--- config.mk ---
export PLATFORM = sky130hd
export DESIGN_NAME = sram_port_arbiter_flat
export DESIGN_NICKNAME = d
export VERILOG_FILES = /design/src/rtl/sram_port_arbiter_pkg.sv /design/src/rtl/sram_port_arbiter_if.sv /design/src/rtl/sram_port_arbiter_rdata_hold.sv /design/src/rtl/sram_port_arbiter.sv /design/src/flat_wrapper.sv
export SDC_FILE = /design/constraint.sdc
export NUM_CORES = 1
export LEC_CHECK = 0
export ABC_AREA = 1
export ABC_CLOCK_PERIOD_IN_PS = 3450
export CAP_MARGIN = 5
export CORE_AREA = 2 2 106 108
export CTS_BUF_LIST = sky130_fd_sc_hd__clkbuf_4
export CTS_CLUSTER_DIAMETER = 150
export CTS_CLUSTER_SIZE = 8
export DETAILED_ROUTE_END_ITERATION = 10
export DIE_AREA = 0 0 108 110
export HOLD_SLACK_MARGIN = 0.05
export PLACE_DENSITY = 0.86
export SYNTH_ARGS = -nofsm -noshare
export SYNTH_HDL_FRONTEND = slang
export SYNTH_SLANG_ARGS = --single-unit
--- constraint.sdc ---
create_clock -name clk -period 3.45 [get_ports clk]
set_input_delay 0.69 -clock clk [delete_from_list [all_inputs] [get_ports clk]]
set_output_delay 0.69 -clock clk [all_outputs]
set_load 0.02 [all_outputs]
--- src/rtl/sram_port_arbiter_pkg.sv ---
// Shared definitions for the IF/MEM SRAM port arbiter.
//   OWNER_*  : who owns the read data returning this cycle
//   WORD_W   : native word width of the instruction/data SRAM
//   SEL_W    : byte-enable width of the SRAM write port
//   CNT_W    : width of the IF starvation counter
//   REQ_*    : index of each requester in the per-requester arrays
package sram_port_arbiter_pkg;
   localparam int WORD_W  = 32;
   localparam int SEL_W   = 4;
   localparam int CNT_W   = 4;
   localparam int NUM_REQ = 2;
   localparam int REQ_IF  = 0;
   localparam int REQ_MEM = 1;

   typedef enum logic [1:0] {
      OWNER_NONE   = 2'd0,
      OWNER_IF     = 2'd1,
      OWNER_MEM_RD = 2'd2
   } owner_e;
endpackage

--- src/rtl/sram_port_arbiter_if.sv ---
// Bus bundle between the pipeline (IF/MEM requesters), the arbiter and the SRAM.
//   slave  : arbiter view (requests and sram_rdata in; grants, returns, stalls, SRAM drive out)
//   master : environment view (pipeline + SRAM), the mirror image
interface sram_port_arbiter_if
   import sram_port_arbiter_pkg::*;
#(
   parameter int ADDR_W = 32,
   parameter int DATA_W = WORD_W
);
   logic              if_req;
   logic [ADDR_W-1:0] if_addr;
   logic              if_gnt;
   logic              if_rvalid;
   logic [DATA_W-1:0] if_rdata;

   logic              mem_req;
   logic              mem_we;
   logic [SEL_W-1:0]  mem_sel;
   logic [ADDR_W-1:0] mem_addr;
   logic [DATA_W-1:0] mem_wdata;
   logic              mem_gnt;
   logic              mem_rvalid;
   logic [DATA_W-1:0] mem_rdata;

   logic              stall_if_o;
   logic              stall_mem_o;

   logic              sram_en;
   logic [SEL_W-1:0]  sram_wen;
   logic [ADDR_W-1:0] sram_addr;
   logic [DATA_W-1:0] sram_wdata;
   logic [DATA_W-1:0] sram_rdata;

   modport slave (
      input  if_req, if_addr,
      input  mem_req, mem_we, mem_sel, mem_addr, mem_wdata,
      input  sram_rdata,
      output if_gnt, if_rvalid, if_rdata,
      output mem_gnt, mem_rvalid, mem_rdata,
      output stall_if_o, stall_mem_o,
      output sram_en, sram_wen, sram_addr, sram_wdata
   );

   modport master (
      output if_req, if_addr,
      output mem_req, mem_we, mem_sel, mem_addr, mem_wdata,
      output sram_rdata,
      input  if_gnt, if_rvalid, if_rdata,
      input  mem_gnt, mem_rvalid, mem_rdata,
      input  stall_if_o, stall_mem_o,
      input  sram_en, sram_wen, sram_addr, sram_wdata
   );
endinterface

--- src/rtl/sram_port_arbiter_rdata_hold.sv ---
// Per-requester read-return path: when this requester owns the returning
// read, the SRAM data is bypassed straight out and captured; otherwise the
// last captured word is presented so the pipeline sees stable data.
//   clk, rst      : clock, async active-low reset
//   ret_i         : this requester owns the data on sram_rdata_i this cycle
//   sram_rdata_i  : SRAM read data
//   rvalid_o      : read data valid
//   rdata_o       : bypassed or held read data
module sram_port_arbiter_rdata_hold #(
   parameter int DATA_W = 32
) (
   input  logic              clk,
   input  logic              rst,
   input  logic              ret_i,
   input  logic [DATA_W-1:0] sram_rdata_i,
   output logic              rvalid_o,
   output logic [DATA_W-1:0] rdata_o
);
   logic [DATA_W-1:0] hold_q, hold_d;

   always_comb begin
      hold_d = hold_q;
      if (ret_i) hold_d = sram_rdata_i;
   end

   always_ff @(posedge clk or negedge rst) begin
      if (!rst) hold_q <= '0;
      else      hold_q <= hold_d;
   end

   assign rvalid_o = ret_i;
   assign rdata_o  = ret_i ? sram_rdata_i : hold_q;
endmodule

--- src/rtl/sram_port_arbiter.sv ---
// Single-port SRAM arbiter between fetch (IF) and memory (MEM) stages.
// One access per cycle; MEM has priority, but once IF has been denied
// MAX_IF_WAIT consecutive cycles it wins the next contended cycle.
// Reads return one cycle after grant; the last read word per requester is held.
//   clk, rst : clock, async active-low reset (all outputs 0 while low)
//   bus      : requester handshakes, read returns, stalls and SRAM drive
module sram_port_arbiter
   import sram_port_arbiter_pkg::*;
#(
   parameter int ADDR_W      = 32,
   parameter int DATA_W      = WORD_W,
   parameter int MAX_IF_WAIT = 4
) (
   input  logic                clk,
   input  logic                rst,
   sram_port_arbiter_if.slave  bus
);
   localparam logic [CNT_W-1:0] WAIT_MAX = CNT_W'(MAX_IF_WAIT);

   owner_e           owner_q, owner_d;
   logic [CNT_W-1:0] wait_cnt_q, wait_cnt_d;

   logic if_gnt, mem_gnt, if_starved;

   // ---- grant decision ----
   // Grants are gated with rst so nothing leaks out while reset is held.
   always_comb begin
      if_starved = (wait_cnt_q == WAIT_MAX);
      mem_gnt    = rst & bus.mem_req & ~(bus.if_req & if_starved);
      if_gnt     = rst & bus.if_req & ~mem_gnt;
   end

   assign bus.if_gnt      = if_gnt;
   assign bus.mem_gnt     = mem_gnt;
   assign bus.stall_if_o  = rst & bus.if_req  & ~if_gnt;
   assign bus.stall_mem_o = rst & bus.mem_req & ~mem_gnt;

   // ---- SRAM drive ----
   always_comb begin
      bus.sram_en    = 1'b0;
      bus.sram_wen   = '0;
      bus.sram_addr  = '0;
      bus.sram_wdata = '0;
      if (if_gnt) begin
         bus.sram_en   = 1'b1;
         bus.sram_addr = bus.if_addr;
      end else if (mem_gnt) begin
         bus.sram_en   = 1'b1;
         bus.sram_addr = bus.mem_addr;
         if (bus.mem_we) begin
            bus.sram_wen   = bus.mem_sel;
            bus.sram_wdata = bus.mem_wdata;
         end
      end
   end

   // ---- owner of next cycle's read data; writes return nothing ----
   always_comb begin
      owner_d = OWNER_NONE;
      if (if_gnt)                      owner_d = OWNER_IF;
      else if (mem_gnt && !bus.mem_we) owner_d = OWNER_MEM_RD;
   end

   // ---- IF starvation counter: consecutive denied IF cycles, saturating ----
   always_comb begin
      wait_cnt_d = wait_cnt_q;
      if (!bus.if_req || if_gnt)   wait_cnt_d = '0;
      else if (!if_starved)        wait_cnt_d = wait_cnt_q + 1'b1;
   end

   always_ff @(posedge clk or negedge rst) begin
      if (!rst) begin
         owner_q    <= OWNER_NONE;
         wait_cnt_q <= '0;
      end else begin
         owner_q    <= owner_d;
         wait_cnt_q <= wait_cnt_d;
      end
   end

   // ---- read return / hold, one slice per requester ----
   logic [NUM_REQ-1:0]             ret;
   logic [NUM_REQ-1:0]             rvalid;
   logic [NUM_REQ-1:0][DATA_W-1:0] rdata;

   assign ret[REQ_IF]  = (owner_q == OWNER_IF);
   assign ret[REQ_MEM] = (owner_q == OWNER_MEM_RD);

   for (genvar g = 0; g < NUM_REQ; g++) begin : g_hold
      sram_port_arbiter_rdata_hold #(.DATA_W(DATA_W)) u_hold (
         .clk          (clk),
         .rst          (rst),
         .ret_i        (ret[g]),
         .sram_rdata_i (bus.sram_rdata),
         .rvalid_o     (rvalid[g]),
         .rdata_o      (rdata[g])
      );
   end

   assign bus.if_rvalid  = rvalid[REQ_IF];
   assign bus.if_rdata   = rdata[REQ_IF];
   assign bus.mem_rvalid = rvalid[REQ_MEM];
   assign bus.mem_rdata  = rdata[REQ_MEM];
endmodule

--- src/flat_wrapper.sv ---
// flat-port wrapper written by rule: the top's interface ports become plain ports
module sram_port_arbiter_flat import sram_port_arbiter_pkg::*;
#(
   parameter int ADDR_W      = 32,
   parameter int DATA_W      = WORD_W,
   parameter int MAX_IF_WAIT = 4
)
  (clk, rst, bus_if_req, bus_if_addr, bus_mem_req, bus_mem_we, bus_mem_sel, bus_mem_addr, bus_mem_wdata, bus_sram_rdata, bus_if_gnt, bus_if_rvalid, bus_if_rdata, bus_mem_gnt, bus_mem_rvalid, bus_mem_rdata, bus_stall_if_o, bus_stall_mem_o, bus_sram_en, bus_sram_wen, bus_sram_addr, bus_sram_wdata);
  sram_port_arbiter_if #(.ADDR_W(ADDR_W), .DATA_W(DATA_W)) bus_i ();
  input  logic clk;
  input  logic rst;
  input wire logic [$bits(bus_i.if_req)-1:0] bus_if_req;
  input wire logic [$bits(bus_i.if_addr)-1:0] bus_if_addr;
  input wire logic [$bits(bus_i.mem_req)-1:0] bus_mem_req;
  input wire logic [$bits(bus_i.mem_we)-1:0] bus_mem_we;
  input wire logic [$bits(bus_i.mem_sel)-1:0] bus_mem_sel;
  input wire logic [$bits(bus_i.mem_addr)-1:0] bus_mem_addr;
  input wire logic [$bits(bus_i.mem_wdata)-1:0] bus_mem_wdata;
  input wire logic [$bits(bus_i.sram_rdata)-1:0] bus_sram_rdata;
  output wire logic [$bits(bus_i.if_gnt)-1:0] bus_if_gnt;
  output wire logic [$bits(bus_i.if_rvalid)-1:0] bus_if_rvalid;
  output wire logic [$bits(bus_i.if_rdata)-1:0] bus_if_rdata;
  output wire logic [$bits(bus_i.mem_gnt)-1:0] bus_mem_gnt;
  output wire logic [$bits(bus_i.mem_rvalid)-1:0] bus_mem_rvalid;
  output wire logic [$bits(bus_i.mem_rdata)-1:0] bus_mem_rdata;
  output wire logic [$bits(bus_i.stall_if_o)-1:0] bus_stall_if_o;
  output wire logic [$bits(bus_i.stall_mem_o)-1:0] bus_stall_mem_o;
  output wire logic [$bits(bus_i.sram_en)-1:0] bus_sram_en;
  output wire logic [$bits(bus_i.sram_wen)-1:0] bus_sram_wen;
  output wire logic [$bits(bus_i.sram_addr)-1:0] bus_sram_addr;
  output wire logic [$bits(bus_i.sram_wdata)-1:0] bus_sram_wdata;
  assign bus_i.if_req = bus_if_req;
  assign bus_i.if_addr = bus_if_addr;
  assign bus_i.mem_req = bus_mem_req;
  assign bus_i.mem_we = bus_mem_we;
  assign bus_i.mem_sel = bus_mem_sel;
  assign bus_i.mem_addr = bus_mem_addr;
  assign bus_i.mem_wdata = bus_mem_wdata;
  assign bus_i.sram_rdata = bus_sram_rdata;
  assign bus_if_gnt = bus_i.if_gnt;
  assign bus_if_rvalid = bus_i.if_rvalid;
  assign bus_if_rdata = bus_i.if_rdata;
  assign bus_mem_gnt = bus_i.mem_gnt;
  assign bus_mem_rvalid = bus_i.mem_rvalid;
  assign bus_mem_rdata = bus_i.mem_rdata;
  assign bus_stall_if_o = bus_i.stall_if_o;
  assign bus_stall_mem_o = bus_i.stall_mem_o;
  assign bus_sram_en = bus_i.sram_en;
  assign bus_sram_wen = bus_i.sram_wen;
  assign bus_sram_addr = bus_i.sram_addr;
  assign bus_sram_wdata = bus_i.sram_wdata;
  sram_port_arbiter #(.ADDR_W(ADDR_W), .DATA_W(DATA_W), .MAX_IF_WAIT(MAX_IF_WAIT)) u_core (.clk(clk), .rst(rst), .bus(bus_i));
endmodule
Word-level counts from Yosys, hierarchy flattened:

Index checks and enable logic that the tools add are counted.
W data, S select, Z words.

* reduce and logical (&&, ||, !) cells: 4
* add/subtract/negate cells: 1
* eq/ne operators: 4
* bitwise operators: 10
* mux-type cells: 16

Operator list (count)
* $mux W32: 7
* $mux W4: 5
* $and A1 B1 Y1: 7
* $add A4 B1 Y4 const B: 1
* $eq A4 B3 Y1 const B: 1
* $mux W2: 2
* $not A1 Y1: 3
* $eq A2 B1 Y1 const B: 1
* $eq A2 B2 Y1 const B: 1
* $logic_not A1 Y1: 2
* $mux W1: 2
* $ne A2 B2 Y1 const B: 1
* $logic_and A1 B1 Y1: 1
* $logic_or A1 B1 Y1: 1

* word-level logic and storage cells: 39
* input port bits: 137
* register bits: 70
* output and inout port bits: 139

Depth between registers and ports, before layout:

* word-level depth: 8
* mapped depth: 8
* gate-level depth less buffers: 7

Cells and area by module:

A second synthesis with hierarchy kept.

* cells, all modules: 507
* area, all modules: 3746.1 um^2

By module, submodules not included
* sram_port_arbiter_rdata_hold: area each 1300.0 um^2, times used 2, cells an instance 137, seq. area each 800.8 um^2
* sram_port_arbiter: area each 1146.1 um^2, times used 1, cells an instance 233, seq. area each 150.1 um^2

Worst setup path after synthesis:

Ideal clock, no wire load.

* kind: reg2out
* from: reg u_core.owner_q[1]
* to: out bus_if_rdata[10]
* path slack: 1178 ps
* stages on the path, launching flop included: 5
* arrival time: 1582 ps
* data required time: 2760 ps
* path buffers: 1
* cell sequence: dfrtp_1 nor2_1 inv_2 clkbuf_1 o21ai_0

* word-level cells in the longest chain between the ends: 2

RTL lines
* from (decl): RTL line sram_port_arbiter.sv:20 `owner_e owner_q, owner_d;`
* from (signal assigned): RTL line sram_port_arbiter.sv:76 `owner_q <= owner_d;`
* $eq A2 B1 Y1: RTL line sram_port_arbiter.sv:86 `assign ret[REQ_IF] = (owner_q == OWNER_IF);`
* named net bus_if_rvalid: RTL line flat_wrapper.sv:21 `output wire logic [$bits(bus_i.if_rvalid)-1:0] bus_if_rvalid;`
* $mux W32: RTL line sram_port_arbiter_rdata_hold.sv:32 `assign rdata_o = ret_i ? sram_rdata_i : hold_q;`
* to (decl): RTL line flat_wrapper.sv:22 `output wire logic [$bits(bus_i.if_rdata)-1:0] bus_if_rdata;`

The timed path passes the listed nets, and every way through them passes these cells.

Worst setup path in the final report:

* from: in bus_if_req
* to: out bus_sram_addr[28]

* word-level cells in the longest chain between the ends: 6
* elaborated cells on any way between the ends: 8
* those cells by class: mux: 2; bitwise: 6

RTL lines
* from (decl): RTL line flat_wrapper.sv:12 `input wire logic [$bits(bus_i.if_req)-1:0] bus_if_req;`
* $and A1 B1 Y1: RTL line sram_port_arbiter.sv:29 `mem_gnt = rst & bus.mem_req & ~(bus.if_req & if_starved);`
* $not A1 Y1: RTL line sram_port_arbiter.sv:29
* $and A1 B1 Y1: RTL line sram_port_arbiter.sv:29
* $not A1 Y1: RTL line sram_port_arbiter.sv:30 `if_gnt = rst & bus.if_req & ~mem_gnt;`
* $and A1 B1 Y1: RTL line sram_port_arbiter.sv:30
* $mux W32 *: RTL line sram_port_arbiter.sv:44 `if (if_gnt) begin`
* to (decl): RTL line flat_wrapper.sv:30 `output wire logic [$bits(bus_i.sram_addr)-1:0] bus_sram_addr;`

Every way passes the cells marked *; elsewhere a longest branch is shown, timed or not.

==> metrics.yaml <==
slew-limit-headroom_pct: 41.0
clock-root-buffer: "clkbuf_4"
p_per_area_nw_per_um2: 418
fin_worst_skew_ns: 0.0174
vias_per_cell: 4.58
firstDrtPassIters: 5
dp.cells: 860
ff2ff_path_depth: 8
clkPwrFrac_pct: 21.3
syn_area_um2: 3470
end_kind: "output port"
drv_slew: 0
wl_um: 13300
critical_path_arrival_ns: 2.55
maxCapViolations: 0
cts_tree: "yes"
syn-num-nets: 607
swShare_pct: 33.7
synth_top_family_by_area: "simple AND/OR/NAND/NOR gates"
crit_path_max_fanout: 23
synth.distinct_cells: 19
rsz0062_at_grt: "no"
intPower_uw: 1810
synthCells: 468
ctsHoldBuffers: 0
drt.antenna.violating_nets: 0
clock_sinks: 70
stdcell_count: 876
period_minus_slack_ns: 3.24
setup_viol: 0
fp.dieH_um: 110
dpl.hpwl_um: 10800
drive_gt1_share_pct: 4.21
htree_levels: 3
power_frac_comb_pct: 41.4
first_iter_violations: 326
cts_buffer_depth: 2
vias: 4009
tns_ns: 0
grt_first_pass_wirelength_um: 19900
ios: 276
initial_utilization_pct: 32.5
synth_top_cell_by_area: "dfrtp_1"
gp_congestion: 0.891
die_w_um: 108
grt_usage_pct: 21.8
wl_per_cell_um: 15.2
fillCellCount: 932
synth_mux_area_share_pct: 0
vdd_drop_max_mv: 0.236
core_um2: 10700
cpPeakStageDelay_ns: 0.62
cts_buffers: 9
insertedDiodeCount: 0
rows: 38
p_sw_uw: 918
antenna_found_initial: 0
fin_hold_ws_ns: 0.510
fmax_mhz: 309
synthTopCellsByArea: "dfrtp_1, nand2_1, o21ai_0, nand3_1, nor2_1"
synth_compound_area_share_pct: 9.73
synth-seq-area-share_pct: 50.4
grt_overflow: 0
tightest_slew_ns: 0.885
power_leakage_uw: 0.00301
numPortBuffers: 275
worstSkewPairLatency_ns: 0.43
cp_num_buf_inv: 4
hold_viol: 0
area_growth_pct: 87.6
nets: 870
cp_top_family: "buffers and inverters"
grt_pass1_vias: 3963
status: "completed"
worstPathCellList: "clkdlybuf4s50_1 -> nand2_1 -> inv_2 -> buf_12 -> nand3_1 -> nand2_1 -> clkdlybuf4s50_1"
crit_slowest_cell: "clkdlybuf4s50_1"
die_area_um2: 11900
cp_num_cells: 7
synth_top_area_share_pct: 50.4
ys_seq_elements: 70
holdPathStages: 2
synth_xor_area_share_pct: 0.504
synth-simple-area-share_pct: 29.0
drc: 0
syn_area_per_cell_um2: 7.42
required_ns: 2.76
worstSetupPathType: "input pin to output port"
clk_pin_slew_ns: 0.11
seqPwrFrac_pct: 37.3
grt_max_degree: 72
yosys_warnings: 0
start_kind: "input pin"
synth_fa_ha_area_share_pct: 0.720
hp-class: "flip-flop to flip-flop"
period_share_pct: 93.8
## registers in the layout, summed over array words and instances (netlist names)
register                     count
u_core.g_hold.u_hold.hold_q     64
u_core.wait_cnt_q                4
u_core.owner_q                   2
## cells in the final DEF (no fill, tap or decap), types with 2 or more instances in the layout
cell type | synthesis | final
buf_12 | 0 | 6
buf_4 | 4 | 3
bufinv_16 | 0 | 2
clkbuf_4 | 0 | 9
clkdlybuf4s50_1 | 0 | 272
clkinv_1 | 0 | 2
dfrtp_1 | 70 | 70
ha_1 | 2 | 2
inv_1 | 41 | 41
inv_2 | 4 | 3
nand2_1 | 173 | 172
nand3_1 | 34 | 34
nor2_1 | 42 | 42
o21ai_0 | 66 | 66
## Yosys cell counts (all sizes together)
cell type and count:
and2 1, buf 22, clkbuf 8, dfrtp 70, ha 2, inv 45
nand2 174, nand3 34, nand4 1, nor2 42, o211ai 1, o21ai 66
xnor2 1, xor2 1
## cell families (layout without fill, tap and decap cells)
logic type | Yosys count | after routing
DFF | 70 | 70
buffers and inverters | 75 | 343
adders and majority gates | 2 | 2
xor gates and xnor gates | 2 | 2
and+or+nand+nor | 252 | 252
AOI/OAI and AO/OA | 67 | 67
## layer usage
| layer | routed length (um) | vias up | GRT usage (%) |
|---|---|---|---|
| met1 | 4830 | 1808 | 23.2 |
| met3 | 1150 | 31 | 6.23 |
| li1 | - | 1973 | - |
| met2 | 6820 | 197 | 40.1 |
| met5 | 0 | - | 0 |
| met4 | 512 | 0 | 9.89 |
## tightest hold or removal path, stage by stage (launching register included)
cell and delay [ns]:
dfrtp_1 0.34, nand2_1 0.04, o21ai_0 0.09
## timing repair
action / CTS / global route
buffers inserted: 0 / 0
gates resized for setup: 0 / 2
endpoints found under the hold margin: 0 / 0
endpoints found under the setup margin: 0 / 22
## per-stage QoR
step	total power (uW)	area [um2]	util, %	setup WS (ns)
finish	2720	6520	60.9	0.214
global route	2880	6520	60.9	0.114
CTS	2750	6510	60.9	0.0762
detailed placement	2160	6360	59.4	0.220
global placement	2130	6360	59.4	0.244
floorplan	1520	3470	-	1.18
## path summary, 6_finish.rpt
path / start / to / slack [ns]
hold reg to reg: u_core.g_hold[0].u_hold.hold_q[16]$_DFF_PN0_ / u_core.g_hold[0].u_hold.hold_q[16]$_DFF_PN0_ / 0.51
min in group asynchronous: rst / u_core.wait_cnt_q[1]$_DFFE_PN0P_ / 0.55
setup / recovery: bus_if_req / bus_sram_addr[28] / 0.21
hold / removal: u_core.g_hold[0].u_hold.hold_q[16]$_DFF_PN0_ / u_core.g_hold[0].u_hold.hold_q[16]$_DFF_PN0_ / 0.51
setup reg to reg: u_core.wait_cnt_q[0]$_DFFE_PN0P_ / u_core.wait_cnt_q[2]$_DFFE_PN0P_ / 1.93
max in group asynchronous: rst / u_core.g_hold[1].u_hold.hold_q[29]$_DFF_PN0_ / 2.32
## power by group through the flow
stage	clock network, uW	logic, uW	registers (uW)
2_1_floorplan	0	503	1020
3_3_place_gp	0	1110	1020
3_5_place_dp	0	1130	1030
4_1_cts	594	1140	1020
5_1_grt	636	1210	1030
6_report	580	1130	1020
## layout make-up
cell class                      count  area, um2  area share, %
Clock inverter                      7       88.8           1.36
Inverter                           45        171           2.63
Timing Repair Buffer              282       2870           44.1
Tap cell                          140        175           2.69
Clock buffer                        9       67.6           1.04
Sequential cell                    70       1750           26.9
Multi-Input combinational cell    323       1390           21.3
(Power assumes the default switching activity.)
